--- config.mk ---
export PLATFORM = sky130hd
export DESIGN_NAME = step_button_conditioner
export DESIGN_NICKNAME = d
export VERILOG_FILES = /design/src/rtl/step_button_conditioner.sv
export SDC_FILE = /design/constraint.sdc
export NUM_CORES = 1
export LEC_CHECK = 0
export ABC_AREA = 1
export ABC_CLOCK_PERIOD_IN_PS = 1800
export CAP_MARGIN = 20
export CORE_MARGIN = 8
export CORE_UTILIZATION = 58
export DETAILED_ROUTE_END_ITERATION = 6
export DONT_BUFFER_PORTS = 1
export GPL_ROUTABILITY_DRIVEN = 0
export PLACE_DENSITY = 0.73
export SLEW_MARGIN = 20
export SYNTH_ARGS = -nofsm -noshare
export SYNTH_HDL_FRONTEND = slang
export SYNTH_SLANG_ARGS = --single-unit
export TNS_END_PERCENT = 5
--- constraint.sdc ---
create_clock -name i_SYS_CLOCK -period 1.8 [get_ports i_SYS_CLOCK]
set_clock_uncertainty 0.05 [all_clocks]
set_input_delay 0.27 -clock i_SYS_CLOCK [delete_from_list [all_inputs] [get_ports i_SYS_CLOCK]]
set_output_delay 0.27 -clock i_SYS_CLOCK [all_outputs]
set_load 0.02 [all_outputs]
--- src/rtl/step_button_conditioner.sv ---
// Step-button conditioner: synchronises and debounces the two manual-stepping
// pushbuttons and turns them into the step-toggle pulse, the manual-mode level
// and the step-clock level consumed by the clock generator.

// Per-channel debouncer. It emits a one-clock accepted-transition strobe (evt)
// and the debounced level (held). evt and held together give the direction:
// evt with held=1 is an accepted press, evt with held=0 is an accepted release.
module step_button_debounce #(
  parameter int DEBOUNCE_CYCLES = 1000000
) (
  input  logic clk,
  input  logic rst_n,
  input  logic synced,
  output logic evt,
  output logic held
);

  localparam int CNT_W = $clog2(DEBOUNCE_CYCLES + 1);
  localparam logic [CNT_W-1:0] CNT_MAX = CNT_W'(DEBOUNCE_CYCLES);
  localparam logic [CNT_W-1:0] CNT_ONE = CNT_W'(1);

  typedef enum logic [1:0] {
    IDLE,
    PRESS_WAIT,
    PRESSED,
    RELEASE_WAIT
  } state_t;

  state_t           state;
  logic [CNT_W-1:0] count;
  logic [CNT_W-1:0] count_inc;

  // The stability counter saturates at DEBOUNCE_CYCLES so it can never wrap.
  assign count_inc = (count == CNT_MAX) ? count : count + CNT_ONE;

  // After an accepted press the FSM sits in PRESSED or RELEASE_WAIT.
  assign held = (state == PRESSED) || (state == RELEASE_WAIT);

  // Debounce FSM; evt is registered and lands on the same edge as the new state.
  always_ff @(posedge clk or negedge rst_n) begin
    if (!rst_n) begin
      state <= IDLE;
      count <= '0;
      evt   <= 1'b0;
    end else begin
      evt <= 1'b0;
      case (state)
        IDLE: begin
          if (synced) begin
            state <= PRESS_WAIT;
            count <= CNT_ONE;
          end
        end
        PRESS_WAIT: begin
          if (!synced) begin
            state <= IDLE;
            count <= '0;
          end else begin
            count <= count_inc;
            if (count_inc == CNT_MAX) begin
              state <= PRESSED;
              evt   <= 1'b1;
            end
          end
        end
        PRESSED: begin
          if (!synced) begin
            state <= RELEASE_WAIT;
            count <= CNT_ONE;
          end
        end
        RELEASE_WAIT: begin
          if (synced) begin
            // Bounce back to pressed: no new press is reported.
            state <= PRESSED;
            count <= '0;
          end else begin
            count <= count_inc;
            if (count_inc == CNT_MAX) begin
              state <= IDLE;
              evt   <= 1'b1;
            end
          end
        end
        default: begin
          state <= IDLE;
          count <= '0;
        end
      endcase
    end
  end

endmodule

module step_button_conditioner #(
  parameter int DEBOUNCE_CYCLES = 1000000,
  parameter int PULSE_CYCLES    = 4,
  parameter bit BTN_ACTIVE_LOW  = 1'b0
) (
  input  logic i_SYS_CLOCK,
  input  logic i_RESET_n,
  input  logic i_BTN_TOGGLE,
  input  logic i_BTN_STEP,
  output logic o_STEP_TOGGLE,
  output logic o_MANUAL_MODE,
  output logic o_STEP_CLOCK
);

  localparam int PULSE_W = (PULSE_CYCLES > 1) ? $clog2(PULSE_CYCLES) : 1;
  localparam logic [PULSE_W-1:0] PULSE_LOAD = PULSE_W'(PULSE_CYCLES - 1);
  localparam logic [PULSE_W-1:0] PULSE_ONE  = PULSE_W'(1);

  logic               tgl_raw;
  logic               step_raw;
  logic               tgl_sync_p0;
  logic               tgl_sync_p1;
  logic               step_sync_p0;
  logic               step_sync_p1;
  logic               tgl_evt;
  logic               tgl_held;
  logic               step_evt;
  logic               step_held;
  logic               tgl_press;
  logic               step_press;
  logic               step_release;
  logic               mode_next;
  logic [PULSE_W-1:0] pulse_cnt;

  // Normalise polarity so that 1 always means "pressed" downstream.
  assign tgl_raw  = i_BTN_TOGGLE ^ BTN_ACTIVE_LOW;
  assign step_raw = i_BTN_STEP ^ BTN_ACTIVE_LOW;

  // Two-flop synchronisers; only the second flop is seen by the debouncers.
  always_ff @(posedge i_SYS_CLOCK or negedge i_RESET_n) begin
    if (!i_RESET_n) begin
      tgl_sync_p0  <= 1'b0;
      tgl_sync_p1  <= 1'b0;
      step_sync_p0 <= 1'b0;
      step_sync_p1 <= 1'b0;
    end else begin
      tgl_sync_p0  <= tgl_raw;
      tgl_sync_p1  <= tgl_sync_p0;
      step_sync_p0 <= step_raw;
      step_sync_p1 <= step_sync_p0;
    end
  end

  step_button_debounce #(
    .DEBOUNCE_CYCLES(DEBOUNCE_CYCLES)
  ) u_tgl_db (
    .clk   (i_SYS_CLOCK),
    .rst_n (i_RESET_n),
    .synced(tgl_sync_p1),
    .evt   (tgl_evt),
    .held  (tgl_held)
  );

  step_button_debounce #(
    .DEBOUNCE_CYCLES(DEBOUNCE_CYCLES)
  ) u_step_db (
    .clk   (i_SYS_CLOCK),
    .rst_n (i_RESET_n),
    .synced(step_sync_p1),
    .evt   (step_evt),
    .held  (step_held)
  );

  // Toggle releases are deliberately ignored; only accepted presses matter.
  assign tgl_press    = tgl_evt & tgl_held;
  assign step_press   = step_evt & step_held;
  assign step_release = step_evt & ~step_held;

  // The toggle is applied before the step channel looks at the mode, so a
  // simultaneous step press arms only if the new mode is manual.
  assign mode_next = tgl_press ? ~o_MANUAL_MODE : o_MANUAL_MODE;

  // Manual-mode level and the fixed-width step-toggle pulse.
  always_ff @(posedge i_SYS_CLOCK or negedge i_RESET_n) begin
    if (!i_RESET_n) begin
      o_MANUAL_MODE <= 1'b0;
      o_STEP_TOGGLE <= 1'b0;
      pulse_cnt     <= '0;
    end else begin
      o_MANUAL_MODE <= mode_next;
      if (tgl_press) begin
        o_STEP_TOGGLE <= 1'b1;
        pulse_cnt     <= PULSE_LOAD;
      end else if (pulse_cnt != '0) begin
        pulse_cnt <= pulse_cnt - PULSE_ONE;
      end else begin
        o_STEP_TOGGLE <= 1'b0;
      end
    end
  end

  // Step clock is armed only by a fresh press in manual mode, so entering
  // manual mode with the button already held never produces an edge.
  always_ff @(posedge i_SYS_CLOCK or negedge i_RESET_n) begin
    if (!i_RESET_n) begin
      o_STEP_CLOCK <= 1'b0;
    end else if (!mode_next || step_release) begin
      o_STEP_CLOCK <= 1'b0;
    end else if (step_press) begin
      o_STEP_CLOCK <= 1'b1;
    end
  end

endmodule
Word level (Yosys, flattened, before mapping)
Cells that the tools add are included.

Reduce and logical (&&, ||, !) cells: 13. Equal/unequal tests: 19. Add/sub/neg operators: 3. Bitwise gates (word level): 5. Mux-type cells: 41.

Operator list (count): $mux W20 (10); $pmux W20 S4 (2); $eq A20 B20 Y1 const B (4); $add A20 B1 Y20 const B (2); $mux W2 (14); $pmux W2 S4 (2); $mux W1 (11); $ne A2 B2 Y1 const B (5); $eq A2 B2 Y1 const B (4); $reduce_and A4 Y1 (2); $ne A3 B2 Y1 const B (2); $ne A3 B3 Y1 const B (2); $reduce_bool A2 Y1 (3); $eq A2 B1 Y1 const B (2); $logic_not A2 Y1 (2); $pmux W1 S2 (2); $reduce_and A2 Y1 (2); $and A1 B1 Y1 (3); $logic_or A1 B1 Y1 (3); $not A1 Y1 (2); $sub A2 B1 Y2 const B (1); $logic_not A1 Y1 (1).

Logic and storage cells: 95. Input bits: 4. Register bits: 55. Output and inout port bits: 3.

Longest topological paths before layout
Word-level depth: 7. Depth in mapped cells: 16. Mapped depth without buffers: 16.

Cells and area by module
From an unflattened synthesis, not the netlist that was laid out.

Cells, all modules: 497. Area, all modules: 3532.1 um^2.

Modules (own cells, without submodules): step_button_debounce (times used 2, cells an instance 231, area each 1592.8 um^2); step_button_conditioner (times used 1, cells an instance 35, area each 346.6 um^2).

Least setup slack after synthesis
OpenSTA, ideal clock, no wires.

Path kind: reg-to-reg. Start: reg u_step_db.count[0]. End: reg with a tool-made name. Library setup time: 117 ps. Stages on the path, launching flop included: 15. Data arrival time: 1657 ps. Clock period less this slack: 1824 ps. Slack: -24 ps. Buffers on the path: 0. Required time: 1633 ps. Path through: dfrtp_1 ha_1 nand3_2 nor2_2 nand2_2 o21ai_1 nand2_1 nor2_1 nand2_1 nor2_1 nand3_2 nand2_2 nand2_1 nand2_1 nand2_1.

RTL lines: from (decl) (line 30) `logic [CNT_W-1:0] count;`; from (signal assigned) (line 59) `count <= count_inc;`; from (signal assigned) (line 78) `count <= count_inc;`.

==> results.toml <==
[die]
ios = 7
die_area_um2 = 8740
die_w_um = 93.5
core.rowCount = 28
initial_utilization_pct = 59.6
coreArea_um2 = 5850
die_y_um = 93.5

[sta]
relSlewSlack_pct = 57.9
period_minus_slack_ns = 2.03
setup_ws_ns = -0.226
final_hold_viol_count = 0
maxSlewViolCount = 0
fmaxAchievable_mhz = 494
fin_setup_tns_ns = -0.948
setup_viol = 8
min_period_over_period_pct = 113
rsz0062_at_grt = "true"
max_slew.worst_pin.slew_ns = 0.627

[yosys]
synth_area_leaders = "dfrtp_1, nand2_1, nor2_1"
synth_edf_count = 0
synthArstFlopShare_pct = 100
syn-num-nets = 490
ys_ff_latch = 55
synth_cells = 481
synth_top_cell_area_share_pct = 39.5
synthTopCellsByCount = "nand2_1, nor2_1, inv_1"
yosysSeqAreaShare_pct = 39.5
netlist_area_um2 = 3480
ys_warn_count = 0
synth.most_common_cell = "nand2_1"
syn_area_per_cell_um2 = 7.24
synth_ff_type = "dfrtp_1"
yosys.area.top_type = "dfrtp_1"
yosysUniqueCellTypes = 33

[clock_network]
clockBufferDepth = 2
clock_sinks = 55
cts_max_level = 2
clk_latency_ns = 0.32
cts_tree = "done"
clk_pin_slew_worst_paths_ns = 0.12
numCtsBuffers = 5
root_buffer = "clkbuf_8"

[pwr]
power.share.combinational_pct = 39.0
leakage_nw = 2.00
power_density_nw_per_um2 = 801
intPower_w = 0.00217
power_frac_seq_pct = 40.7
clock_power_share_pct = 20.3
power_w = 0.00361
irDropWorstVdd_mv = 0.892
switching_share_pct = 39.9
switchingPower_w = 0.00144

[run_status]
outcome = "complete, but fails checks"
violations = "negative setup slack"

[routing]
routedWlPerCell_um = 14.9
vias = 3517
drtPass1Iterations = 5
wirelength_mm = 9.55
ant_nets = 0
drc = 0
drt-initial-drc-count = 155
avgViaCountPerCell = 5.49

[placement]
port_buffers = 0
dp_hpwl_mm = 6.55

[worst_setup_path]
crit_fanout = 4
start_kind = "flip-flop"
required_ns = 1.98
cp_data_arrival_time_ns = 2.20
critical_path_class = "reg -> reg"
endpoint_kind = "flip-flop"

[global_route]
grt_pass1_vias = 3379
grt_usage_pct = 22.0
grt_start_max_net_pins = 56
antenna_found_initial = 0
grt_pass1_wl_mm = 15.4
grt_overflow = 0

[flow_run]
cap_viol_max_count = 0

[finish]
area_growth_pct = 29.4
antennaDiodeCount = 0
top_regs = "u_step_db.count: 20 flops, u_tgl_db.count: 20 flops, pulse_cnt: 2 flops"
layout-drive-gt1-share_pct = 29.5
fin_util_pct = 77.1
num-nets-final = 574

[hold_path]
hold_class = "reg -> reg"
layout make-up:
| cell class | count | area [um2] |
|---|---|---|
| clock buffer | 5 | 68.8 |
| inverter | 63 | 240 |
| sequential | 55 | 1390 |
| clock inverter | 3 | 27.5 |
| multi-input combinational | 357 | 2030 |
| tap | 75 | 93.8 |
| timing repair buffer | 83 | 666 |
| fill | 400 | 1340 |
cells by family after synthesis:
family	share of synthesized area, %
XOR/XNOR	6.00
AO/OA/AOI/OAI	8.01
AND/OR/NAND/NOR	37.2
buffers and inverters	7.50
flip-flops	39.5
adder cells (fa/ha/maj)	1.80
power by group through the flow:
stage	clock network, W	logic [W]	registers [W]
3_3_place_gp	0	0.00111	0.00147
2_1_floorplan	0	0.000659	0.00147
3_5_place_dp	0	0.00114	0.00147
6_report	0.000733	0.00141	0.00147
4_1_cts	0.000760	0.00128	0.00145
5_1_grt	0.000810	0.00153	0.00148
repair_timing:
action | CTS | global route
buffers inserted | 9 | 3
resized for setup | 22 | 37
hold buffers | 4 | 0
endpoints found under the setup margin | 21 | 23
pin swaps | 13 | 14
endpoints found under the hold margin | 57 | 0
cells in the final DEF (no fill, tap or decap), types with 2 or more instances in the layout:
master / synthesis / routed
clkinv_1: 3 / 2
a22o_1: 2 / 2
nor2_2: 6 / 12
ha_4: 0 / 2
dfrtp_1: 55 / 47
nand2_2: 11 / 15
dfrtp_2: 0 / 8
nand3_1: 43 / 36
nor2_4: 4 / 10
dlygate4sd3_1: 0 / 3
nor2_1: 60 / 48
ha_2: 0 / 2
buf_6: 0 / 4
nor3_1: 6 / 6
xnor2_1: 3 / 3
o22ai_1: 9 / 9
xor2_1: 19 / 18
inv_1: 59 / 52
nand3_2: 5 / 9
nand3_4: 1 / 4
inv_2: 1 / 7
clkbuf_8: 0 / 5
nand4_1: 16 / 16
nand2_1: 123 / 118
o21ai_0: 31 / 31
buf_4: 0 / 75
xor2_2: 1 / 2
worst paths after layout:
kind / start / to / slack, ns / depth (start not counted)
setup / recovery: u_step_db.count[0] / flip-flop / -0.23 / 15
hold / removal: tgl_sync_p0 / tgl_sync_p1 / 0.31 / 0
setup reg to reg: u_step_db.count[0] / flip-flop / -0.23 / 15
hold reg to reg: tgl_sync_p0 / tgl_sync_p1 / 0.31 / 0
max in group asynchronous: i_RESET_n / u_step_db.count[1] / 1.03 / 2
min in group asynchronous: i_RESET_n / u_step_db.count[6] / 0.41 / 2
worst max-delay path: stages (launching register included):
cell and delay [ns]:
dfrtp_2 0.44, buf_6 0.12, ha_4 0.14, nand3_4 0.10, nor2_4 0.16, nand2_4 0.08, o21ai_2 0.11, nand2_1 0.07
nor2_1 0.14, nand2_1 0.09, nor2_2 0.09, nand3_2 0.10, nand2_2 0.09, nand2_1 0.05, nand2_1 0.06, nand2_1 0.04
through the flow:
step / hold slack, ns / setup slack (ns) / instances / area (um2)
after floorplan: -0.0756 / -0.00688 / 481 / 3510
after global placement: -0.0740 / -0.223 / 617 / 4080
after detailed placement: -0.0735 / -0.282 / 617 / 4080
after CTS: 0.311 / -0.159 / 638 / 4360
after global routing: 0.323 / -0.324 / 641 / 4510
final: 0.309 / -0.226 / 641 / 4510
routing by layer:
metal,share of wire (%),wire length (um),up-vias,track usage [%]
met3,4.6,441,30,3.21
met5,0,0,-,0
li1,-,-,1710,-
met1,40,3830,1643,25.7
met4,2.9,276,0,10.3
met2,52,5010,134,38.5
(Power assumes the default switching activity.)
